**config.mk**
```make
export PLATFORM = sky130hd
export DESIGN_NAME = isa_io_frontend
export DESIGN_NICKNAME = d
export VERILOG_FILES = /design/src/rtl/isa_io_pkg.sv /design/src/rtl/strobe_sync.sv /design/src/rtl/isa_io_frontend.sv
export SDC_FILE = /design/constraint.sdc
export NUM_CORES = 1
export LEC_CHECK = 0
export BUFFER_PORTS_ARGS = -buffer_cell sky130_fd_sc_hd__buf_2
export CORE_MARGIN = 10
export CORE_UTILIZATION = 29
export DETAILED_ROUTE_END_ITERATION = 10
export PLACE_DENSITY = 0.52
export SKIP_LAST_GASP = 1
export SYNTH_ARGS = -nofsm -noshare
export SYNTH_HDL_FRONTEND = slang
export SYNTH_SLANG_ARGS = --single-unit
```
**constraint.sdc**
```tcl
create_clock -name CLK -period 1.5 [get_ports CLK]
set_input_delay 0.3 -clock CLK [delete_from_list [all_inputs] [get_ports CLK]]
set_output_delay 0.3 -clock CLK [all_outputs]
set_load 0.05 [all_outputs]
```
**src/rtl/isa_io_pkg.sv**
```systemverilog
`default_nettype none
// ============================================================================
// Module      : isa_io_pkg
// Description : Shared types, constants and the I/O window decode used by the
//               ISA I/O-bus front end.
//               - state_t       : front-end control states
//               - RDATA_TIMEOUT : read data returned to the host on a timeout
//               - hit_decode()  : base-address window match on raw bus pins
// Revision    : 1.0 - initial release
// ============================================================================
package isa_io_pkg;

    typedef enum logic [1:0] {
        IDLE   = 2'd0,
        ACCESS = 2'd1,
        DONE   = 2'd2
    } state_t;

    localparam logic [7:0] RDATA_TIMEOUT = 8'hFF;

    // Match A[15:addr_w] against BASE[15:addr_w]. A mask is used instead of a
    // part-select so the window width can be a run-time argument.
    // DMA cycles (AEN high) never decode as I/O.
    function automatic logic hit_decode(
        input logic [15:0] a,
        input logic        aen,
        input logic [15:0] base,
        input int          addr_w
    );
        logic [15:0] mask;
        mask = 16'hFFFF << addr_w;
        return !aen && ((a & mask) == (base & mask));
    endfunction

endpackage
`default_nettype wire

```
**src/rtl/strobe_sync.sv**
```systemverilog
`default_nettype none
// ============================================================================
// Module      : strobe_sync
// Description : Two-flop synchroniser for an asynchronous active-low strobe,
//               followed by a falling-edge detector.
// Ports       : clk        - system clock
//               rst_n      - synchronous active-low reset
//               i_strobe_n - raw asynchronous strobe (active low)
//               o_start    - high for one cycle after a synchronised fall
//               o_level_n  - synchronised strobe level (low = asserted)
// Revision    : 1.0 - initial release
// ============================================================================
module strobe_sync (
    input  logic clk,
    input  logic rst_n,
    input  logic i_strobe_n,
    output logic o_start,
    output logic o_level_n
);

    logic sync1_q, sync1_d;
    logic sync2_q, sync2_d;
    logic prev_q,  prev_d;

    always_comb begin
        sync1_d = i_strobe_n;
        sync2_d = sync1_q;
        prev_d  = sync2_q;
    end

    // All stages reset to the asserted (low) level, so a strobe that is
    // already low when reset releases never looks like a falling edge.
    always_ff @(posedge clk) begin
        if (!rst_n) begin
            sync1_q <= 1'b0;
            sync2_q <= 1'b0;
            prev_q  <= 1'b0;
        end else begin
            sync1_q <= sync1_d;
            sync2_q <= sync2_d;
            prev_q  <= prev_d;
        end
    end

    // Pin falls before edge 1, sync2 goes low at edge 2, so the consumer acts
    // on the start at edge 3.
    assign o_start   = prev_q && !sync2_q;
    assign o_level_n = sync2_q;

endmodule
`default_nettype wire

```
**src/rtl/isa_io_frontend.sv**
```systemverilog
`default_nettype none
// ============================================================================
// Module      : isa_io_frontend
// Description : ISA I/O-bus front end. Synchronises IOWR/IORD, decodes a
//               2**ADDR_W byte window at BASE, issues one single-cycle
//               register access per bus cycle, holds WAIT low until the
//               peripheral acknowledges (or a timeout expires) and steers
//               the data-bus direction.
// Ports       : CLK, RST_N          - clock, synchronous active-low reset
//               A, AEN              - ISA address and DMA address enable
//               IOWR, IORD          - raw asynchronous I/O strobes (low)
//               D_in, D_out, DDIR   - host data in/out and drive enable
//               WAIT                - ISA ready (0 extends the cycle)
//               P_ADDR, P_WDATA     - peripheral register address / data
//               P_WR, P_RD          - one-cycle peripheral requests
//               P_RDATA, P_ACK      - peripheral read data / completion
//               TO_ERR              - sticky: last access timed out
// Revision    : 1.0 - initial release
// ============================================================================
module isa_io_frontend
    import isa_io_pkg::*;
#(
    parameter logic [15:0] BASE    = 16'h0300,
    parameter int          ADDR_W  = 2,
    parameter int          TIMEOUT = 64
) (
    input  logic              CLK,
    input  logic              RST_N,
    input  logic [15:0]       A,
    input  logic              AEN,
    input  logic              IOWR,
    input  logic              IORD,
    input  logic [7:0]        D_in,
    output logic [7:0]        D_out,
    output logic              DDIR,
    output logic              WAIT,
    output logic [ADDR_W-1:0] P_ADDR,
    output logic [7:0]        P_WDATA,
    output logic              P_WR,
    output logic              P_RD,
    input  logic [7:0]        P_RDATA,
    input  logic              P_ACK,
    output logic              TO_ERR
);

    // Last counter value of an un-acknowledged access; ACCESS therefore
    // lasts at most TIMEOUT cycles.
    localparam logic [7:0] c_cnt_last = 8'(TIMEOUT - 1);

    logic w_wr_start, w_wr_level_n;
    logic w_rd_start, w_rd_level_n;
    logic w_hit;

    state_t              state_q,   state_d;
    logic [7:0]          cnt_q,     cnt_d;
    logic                is_rd_q,   is_rd_d;
    logic [7:0]          d_out_q,   d_out_d;
    logic [ADDR_W-1:0]   p_addr_q,  p_addr_d;
    logic [7:0]          p_wdata_q, p_wdata_d;
    logic                p_wr_q,    p_wr_d;
    logic                p_rd_q,    p_rd_d;
    logic                to_err_q,  to_err_d;

    // ------------------------------------------------------------------
    // Strobe synchronisers
    // ------------------------------------------------------------------
    strobe_sync u_wr_sync (
        .clk        (CLK),
        .rst_n      (RST_N),
        .i_strobe_n (IOWR),
        .o_start    (w_wr_start),
        .o_level_n  (w_wr_level_n)
    );

    strobe_sync u_rd_sync (
        .clk        (CLK),
        .rst_n      (RST_N),
        .i_strobe_n (IORD),
        .o_start    (w_rd_start),
        .o_level_n  (w_rd_level_n)
    );

    // Decode is taken from the raw pins; A and AEN are stable well before
    // the strobes fall, so the value seen at the synchronised start matches.
    assign w_hit = hit_decode(A, AEN, BASE, ADDR_W);

    // ------------------------------------------------------------------
    // Next-state and datapath
    // ------------------------------------------------------------------
    always_comb begin
        state_d   = state_q;
        cnt_d     = cnt_q;
        is_rd_d   = is_rd_q;
        d_out_d   = d_out_q;
        p_addr_d  = p_addr_q;
        p_wdata_d = p_wdata_q;
        p_wr_d    = 1'b0;
        p_rd_d    = 1'b0;
        to_err_d  = to_err_q;

        case (state_q)
            IDLE: begin
                if (w_wr_start && w_rd_start) begin
                    // Ambiguous cycle: no access, just wait for release.
                    state_d = DONE;
                end else if (w_wr_start && w_hit) begin
                    p_addr_d  = A[ADDR_W-1:0];
                    p_wdata_d = D_in;
                    p_wr_d    = 1'b1;
                    is_rd_d   = 1'b0;
                    cnt_d     = 8'd0;
                    state_d   = ACCESS;
                end else if (w_rd_start && w_hit) begin
                    p_addr_d  = A[ADDR_W-1:0];
                    p_rd_d    = 1'b1;
                    is_rd_d   = 1'b1;
                    cnt_d     = 8'd0;
                    state_d   = ACCESS;
                end
            end

            ACCESS: begin
                // The request pulse is live during the first ACCESS cycle,
                // so a same-cycle acknowledge is honoured here as well.
                if (P_ACK) begin
                    if (is_rd_q) begin
                        d_out_d = P_RDATA;
                    end
                    to_err_d = 1'b0;
                    state_d  = DONE;
                end else if (cnt_q == c_cnt_last) begin
                    if (is_rd_q) begin
                        d_out_d = RDATA_TIMEOUT;
                    end
                    to_err_d = 1'b1;
                    state_d  = DONE;
                end else begin
                    cnt_d = cnt_q + 8'd1;
                end
            end

            DONE: begin
                if (w_wr_level_n && w_rd_level_n) begin
                    state_d = IDLE;
                end
            end

            default: begin
                state_d = IDLE;
            end
        endcase
    end

    always_ff @(posedge CLK) begin
        if (!RST_N) begin
            state_q   <= IDLE;
            cnt_q     <= 8'd0;
            is_rd_q   <= 1'b0;
            d_out_q   <= 8'hFF;
            p_addr_q  <= '0;
            p_wdata_q <= 8'h00;
            p_wr_q    <= 1'b0;
            p_rd_q    <= 1'b0;
            to_err_q  <= 1'b0;
        end else begin
            state_q   <= state_d;
            cnt_q     <= cnt_d;
            is_rd_q   <= is_rd_d;
            d_out_q   <= d_out_d;
            p_addr_q  <= p_addr_d;
            p_wdata_q <= p_wdata_d;
            p_wr_q    <= p_wr_d;
            p_rd_q    <= p_rd_d;
            to_err_q  <= to_err_d;
        end
    end

    // ------------------------------------------------------------------
    // Outputs
    // ------------------------------------------------------------------
    // The raw-pin term pulls WAIT low immediately, covering the cycles the
    // synchroniser needs before the state machine sees the strobe.
    assign WAIT    = !(w_hit && (!IOWR || !IORD) && (state_q != DONE));
    assign DDIR    = w_hit && !IORD && IOWR;
    assign D_out   = d_out_q;
    assign P_ADDR  = p_addr_q;
    assign P_WDATA = p_wdata_q;
    assign P_WR    = p_wr_q;
    assign P_RD    = p_rd_q;
    assign TO_ERR  = to_err_q;

endmodule
`default_nettype wire
```
==> summary.txt <==
Final layout
  – Area growth syn-to-layout: 42.32%
  – Nets: 312
  – Layout Cell Area excl Fill: 2445 um2
  – N_diodes: 0
  – # fillers: 572
  – Fin util: 43.34%
  – Layout cell share with drive strength beyond 1: 43.75%

Synthesis
  – Synth Area in Simple Gates: 25.93%
  – Yosys top cell area share: 44.28%
  – FFs w/ async S/R, synth: 0%
  – XOR/XNOR Fraction of Synth Area: 1.020%
  – Post-synthesis sequential area ratio: 44.28%
  – Multiplexer share of the synthesized area: 1.821%
  – Most frequent cell after synthesis: dfxtp_1
  – Synth Area in Adders: 0.7283%
  – Synth area leader: dfxtp_1
  – Synthesized flop and latch total: 38
  – Most frequent cells after synthesis: 38 x dfxtp_1, 23 x a21oi_1, 14 x nand2_1, 14 x nor2_1, 12 x nand3_1
  – Synth Instances: 193
  – Main combinational cell family by area after synthesis: simple AND/OR/NAND/NOR gates
  – Syn Nets: 232
  – Syn avg cell area: 8.901 um2
  – Synth warn: 0
  – Mapped Area: 1718 um2
  – Compound-Gate Fraction of Synth Area: 22.43%
  – Post-synth EDFFs: 0
  – Netlist cell types: 45
  – Synth Flop Type: dfxtp_1
  – Largest cells by area after synthesis: dfxtp_1 44%, a21oi_1 6.7%, nand3_1 3.5%, nand2_1 3.1%, nor2_1 3.1%

Worst setup path
  – R2R Path Start: cnt_q[2]
  – Endpoint class of the critical path: output pin
  – Crit start category: input pin
  – Slowest-stage cell, CP: nor4_4
  – Crit path cell chain: buf_6 > nor4_4 > and4_1 > buf_4 > nand2_4 > buf_6
  – Worst setup path category: input pin to output pin
  – Delay-heaviest family, CP: simple AND/OR/NAND/NOR gates
  – CP Max Fanout: 2
  – Crit-path most repeated cell: buf_6
  – CP required: 1.20 ns
  – Reg2Reg Capture Point: cnt_q[7]
  – Critical Path AT: 1.26 ns
  – CP peak stage delay: 0.30 ns
  – Worst Path Buf+Inv: 3
  – Worst Reg2Reg Path Length in Cells: 4
  – R2r setup slk: 0.05 ns
  – CP Launch Point: A[15]

Floorplanning
  – Total die area: 9402 um2
  – DIE WIDTH: 96.97 um
  – CORE AREA: 5642 um2
  – Die height: 96.97 um
  – IO Pins: 61
  – Cell row count: 27
  – Initial core utilization: 30.45%

GRT
  – First-pass GRT wire length: 8093 um
  – Vias in the first global route: 1706
  – Remaining Overflow, GRT: 0
  – Largest net degree at the start of global routing: 27
  – Initial antenna violation count: 0
  – GRT Overall Usage: 10.01%

Place
  – IO Port Bufs: 60
  – Post-DP HPWL: 3694 um
  – Placed inst area: 2235 um2
  – Gpl congestion: 0.8033

CTS
  – Clk sink count: 38
  – Clk buf depth: 2
  – TritonCTS clock tree: done
  – Clk_lat worst skew: 0.28 ns
  – Cts bufs inserted: 5
  – CTS H-Tree Depth: 2
  – Clk slew on worst S/H paths: 0.07 ns
  – Root buffer cell: clkbuf_8

Power and ir drop
  – Power Density: 760.7 nW/um2
  – Maximum vdd drop: 0.0005867 V
  – LEAKAGE: 1.033 nW

STA
  – Worst hold slack: 0.2574 ns
  – Clk_skew: 0.006714 ns
  – Setup ws final: -0.06437 ns
  – Period minus WS final: 1.564 ns
  – Count of final setup violators: 2
  – Fmax: 639.2 MHz
  – Worst-Margin Slew: 0.3534 ns
  – Slew HR: 76.39%
  – Setup TNS: -0.1211 ns
  – Ratio of final minimum period to clock period: 104.3%
  – RSZ-0062 raised after global routing: true
  – Max Slew Vio Count: 0
  – Final Hold Fails: 0

Drt
  – Vias: 1682
  – Final WL: 4909 um
  – DR WL/cell: 14.27 um
  – Vias per cell: 4.890
  – DR DRC count: 0
  – DRT iter0 DRCs: 87
  – Drt pass-1 iters: 4
  – Antenna viol nets, final: 0

Status
  – Status: complete, but fails checks
  – Failing checks: setup timing

Hold path
  – Hold Path End: D_out[1]
  – Hold path depth: 3
  – Hold WC Path Type: input pin to flop
  – Worst Hold Launch: P_RDATA[1]

Run
  – Max cap viols: 0
-- cells by family after synthesis --
| kind of cell | count (synthesis) |
|---|---|
| adders and majority gates | 1 |
| buffers and inverters | 13 |
| AOI/OAI and AO/OA | 61 |
| muxes | 3 |
| DFF | 38 |
| xor gates and xnor gates | 2 |
| and+or+nand+nor | 75 |
-- area by class of cell --
class,instances,area (um2),share of cell area (%)
multi-input combinational,142,985.9,40.33
sequential,38,767.0,31.37
timing repair buffer,84,511.7,20.93
tap,72,90.09,3.685
clock buffer,6,82.58,3.378
inverter,2,7.507,0.3071
-- worst max path at each step --
stage                 to  cells past startpoint
floorplan           DDIR                      4
global placement    WAIT                      6
detailed placement  WAIT                      6
CTS                 WAIT                      4
global route        WAIT                      6
finish              WAIT                      6
-- through the flow --
step,worst slack [ns],power [W],std cells
after floorplan,-0.2107,0.001108,193
after global placement,-0.1525,0.001191,336
after detailed placement,-0.1786,0.001192,336
after CTS,-0.06814,0.001883,344
after global routing,-0.1413,0.001944,344
final,-0.06437,0.001860,344
-- where the power goes --
group / switching (W) / internal (W)
registers: 0.00000757 / 0.00102
logic: 0.0000832 / 0.0000728
clock network: 0.000324 / 0.000354
total: 0.000415 / 0.00145
-- worst register-to-register path, delay by kind of cell (launching register included) --
family           cells  cell delay (ns)
AO/OA/AOI/OAI        1             0.25
AND/OR/NAND/NOR      2             0.37
flip-flops           1             0.36
multiplexers         1             0.36
-- repair_timing --
| action | 4_1_cts | 5_1_grt |
|---|---|---|
| gates resized for setup | 10 | 23 |
| buffers inserted | 2 | 1 |
| pin swaps | 4 | 5 |
| setup endpoints to repair | 5 | 31 |
| hold buffers | 0 | 0 |
-- layer usage --
metal  share of wire, %  up-vias  track usage, %
met3                4.0        6           2.555
met5                  0        -               0
li1                   -      859               -
met2                 52       28           16.67
met4                1.4        0           3.946
met1                 43      789           11.93
-- flip-flops by register name, summed over array words and instances, names as in the netlist --
| name | cells |
|---|---|
| TO_ERR | 1 |
| u_rd_sync.o_level_n | 1 |
| P_ADDR | 2 |
| P_WR | 1 |
| cnt_q | 8 |
| u_wr_sync.o_level_n | 1 |
| u_rd_sync.sync1_q | 1 |
| u_rd_sync.prev_q | 1 |
| u_wr_sync.sync1_q | 1 |
| D_out | 8 |
| is_rd_q | 1 |
| P_RD | 1 |
| state_q | 2 |
| P_WDATA | 8 |
| u_wr_sync.prev_q | 1 |
-- cells in the final DEF, fill, tap and decap left out, types with 6 or more instances in the layout --
master    instances
a21oi_1          22
and2_1            8
buf_2            55
buf_4            24
clkbuf_8          6
dfxtp_1          33
nand2_1          12
nand3_1          12
nor2_1           13
o21ai_1          13
(Power assumes the default switching activity.)
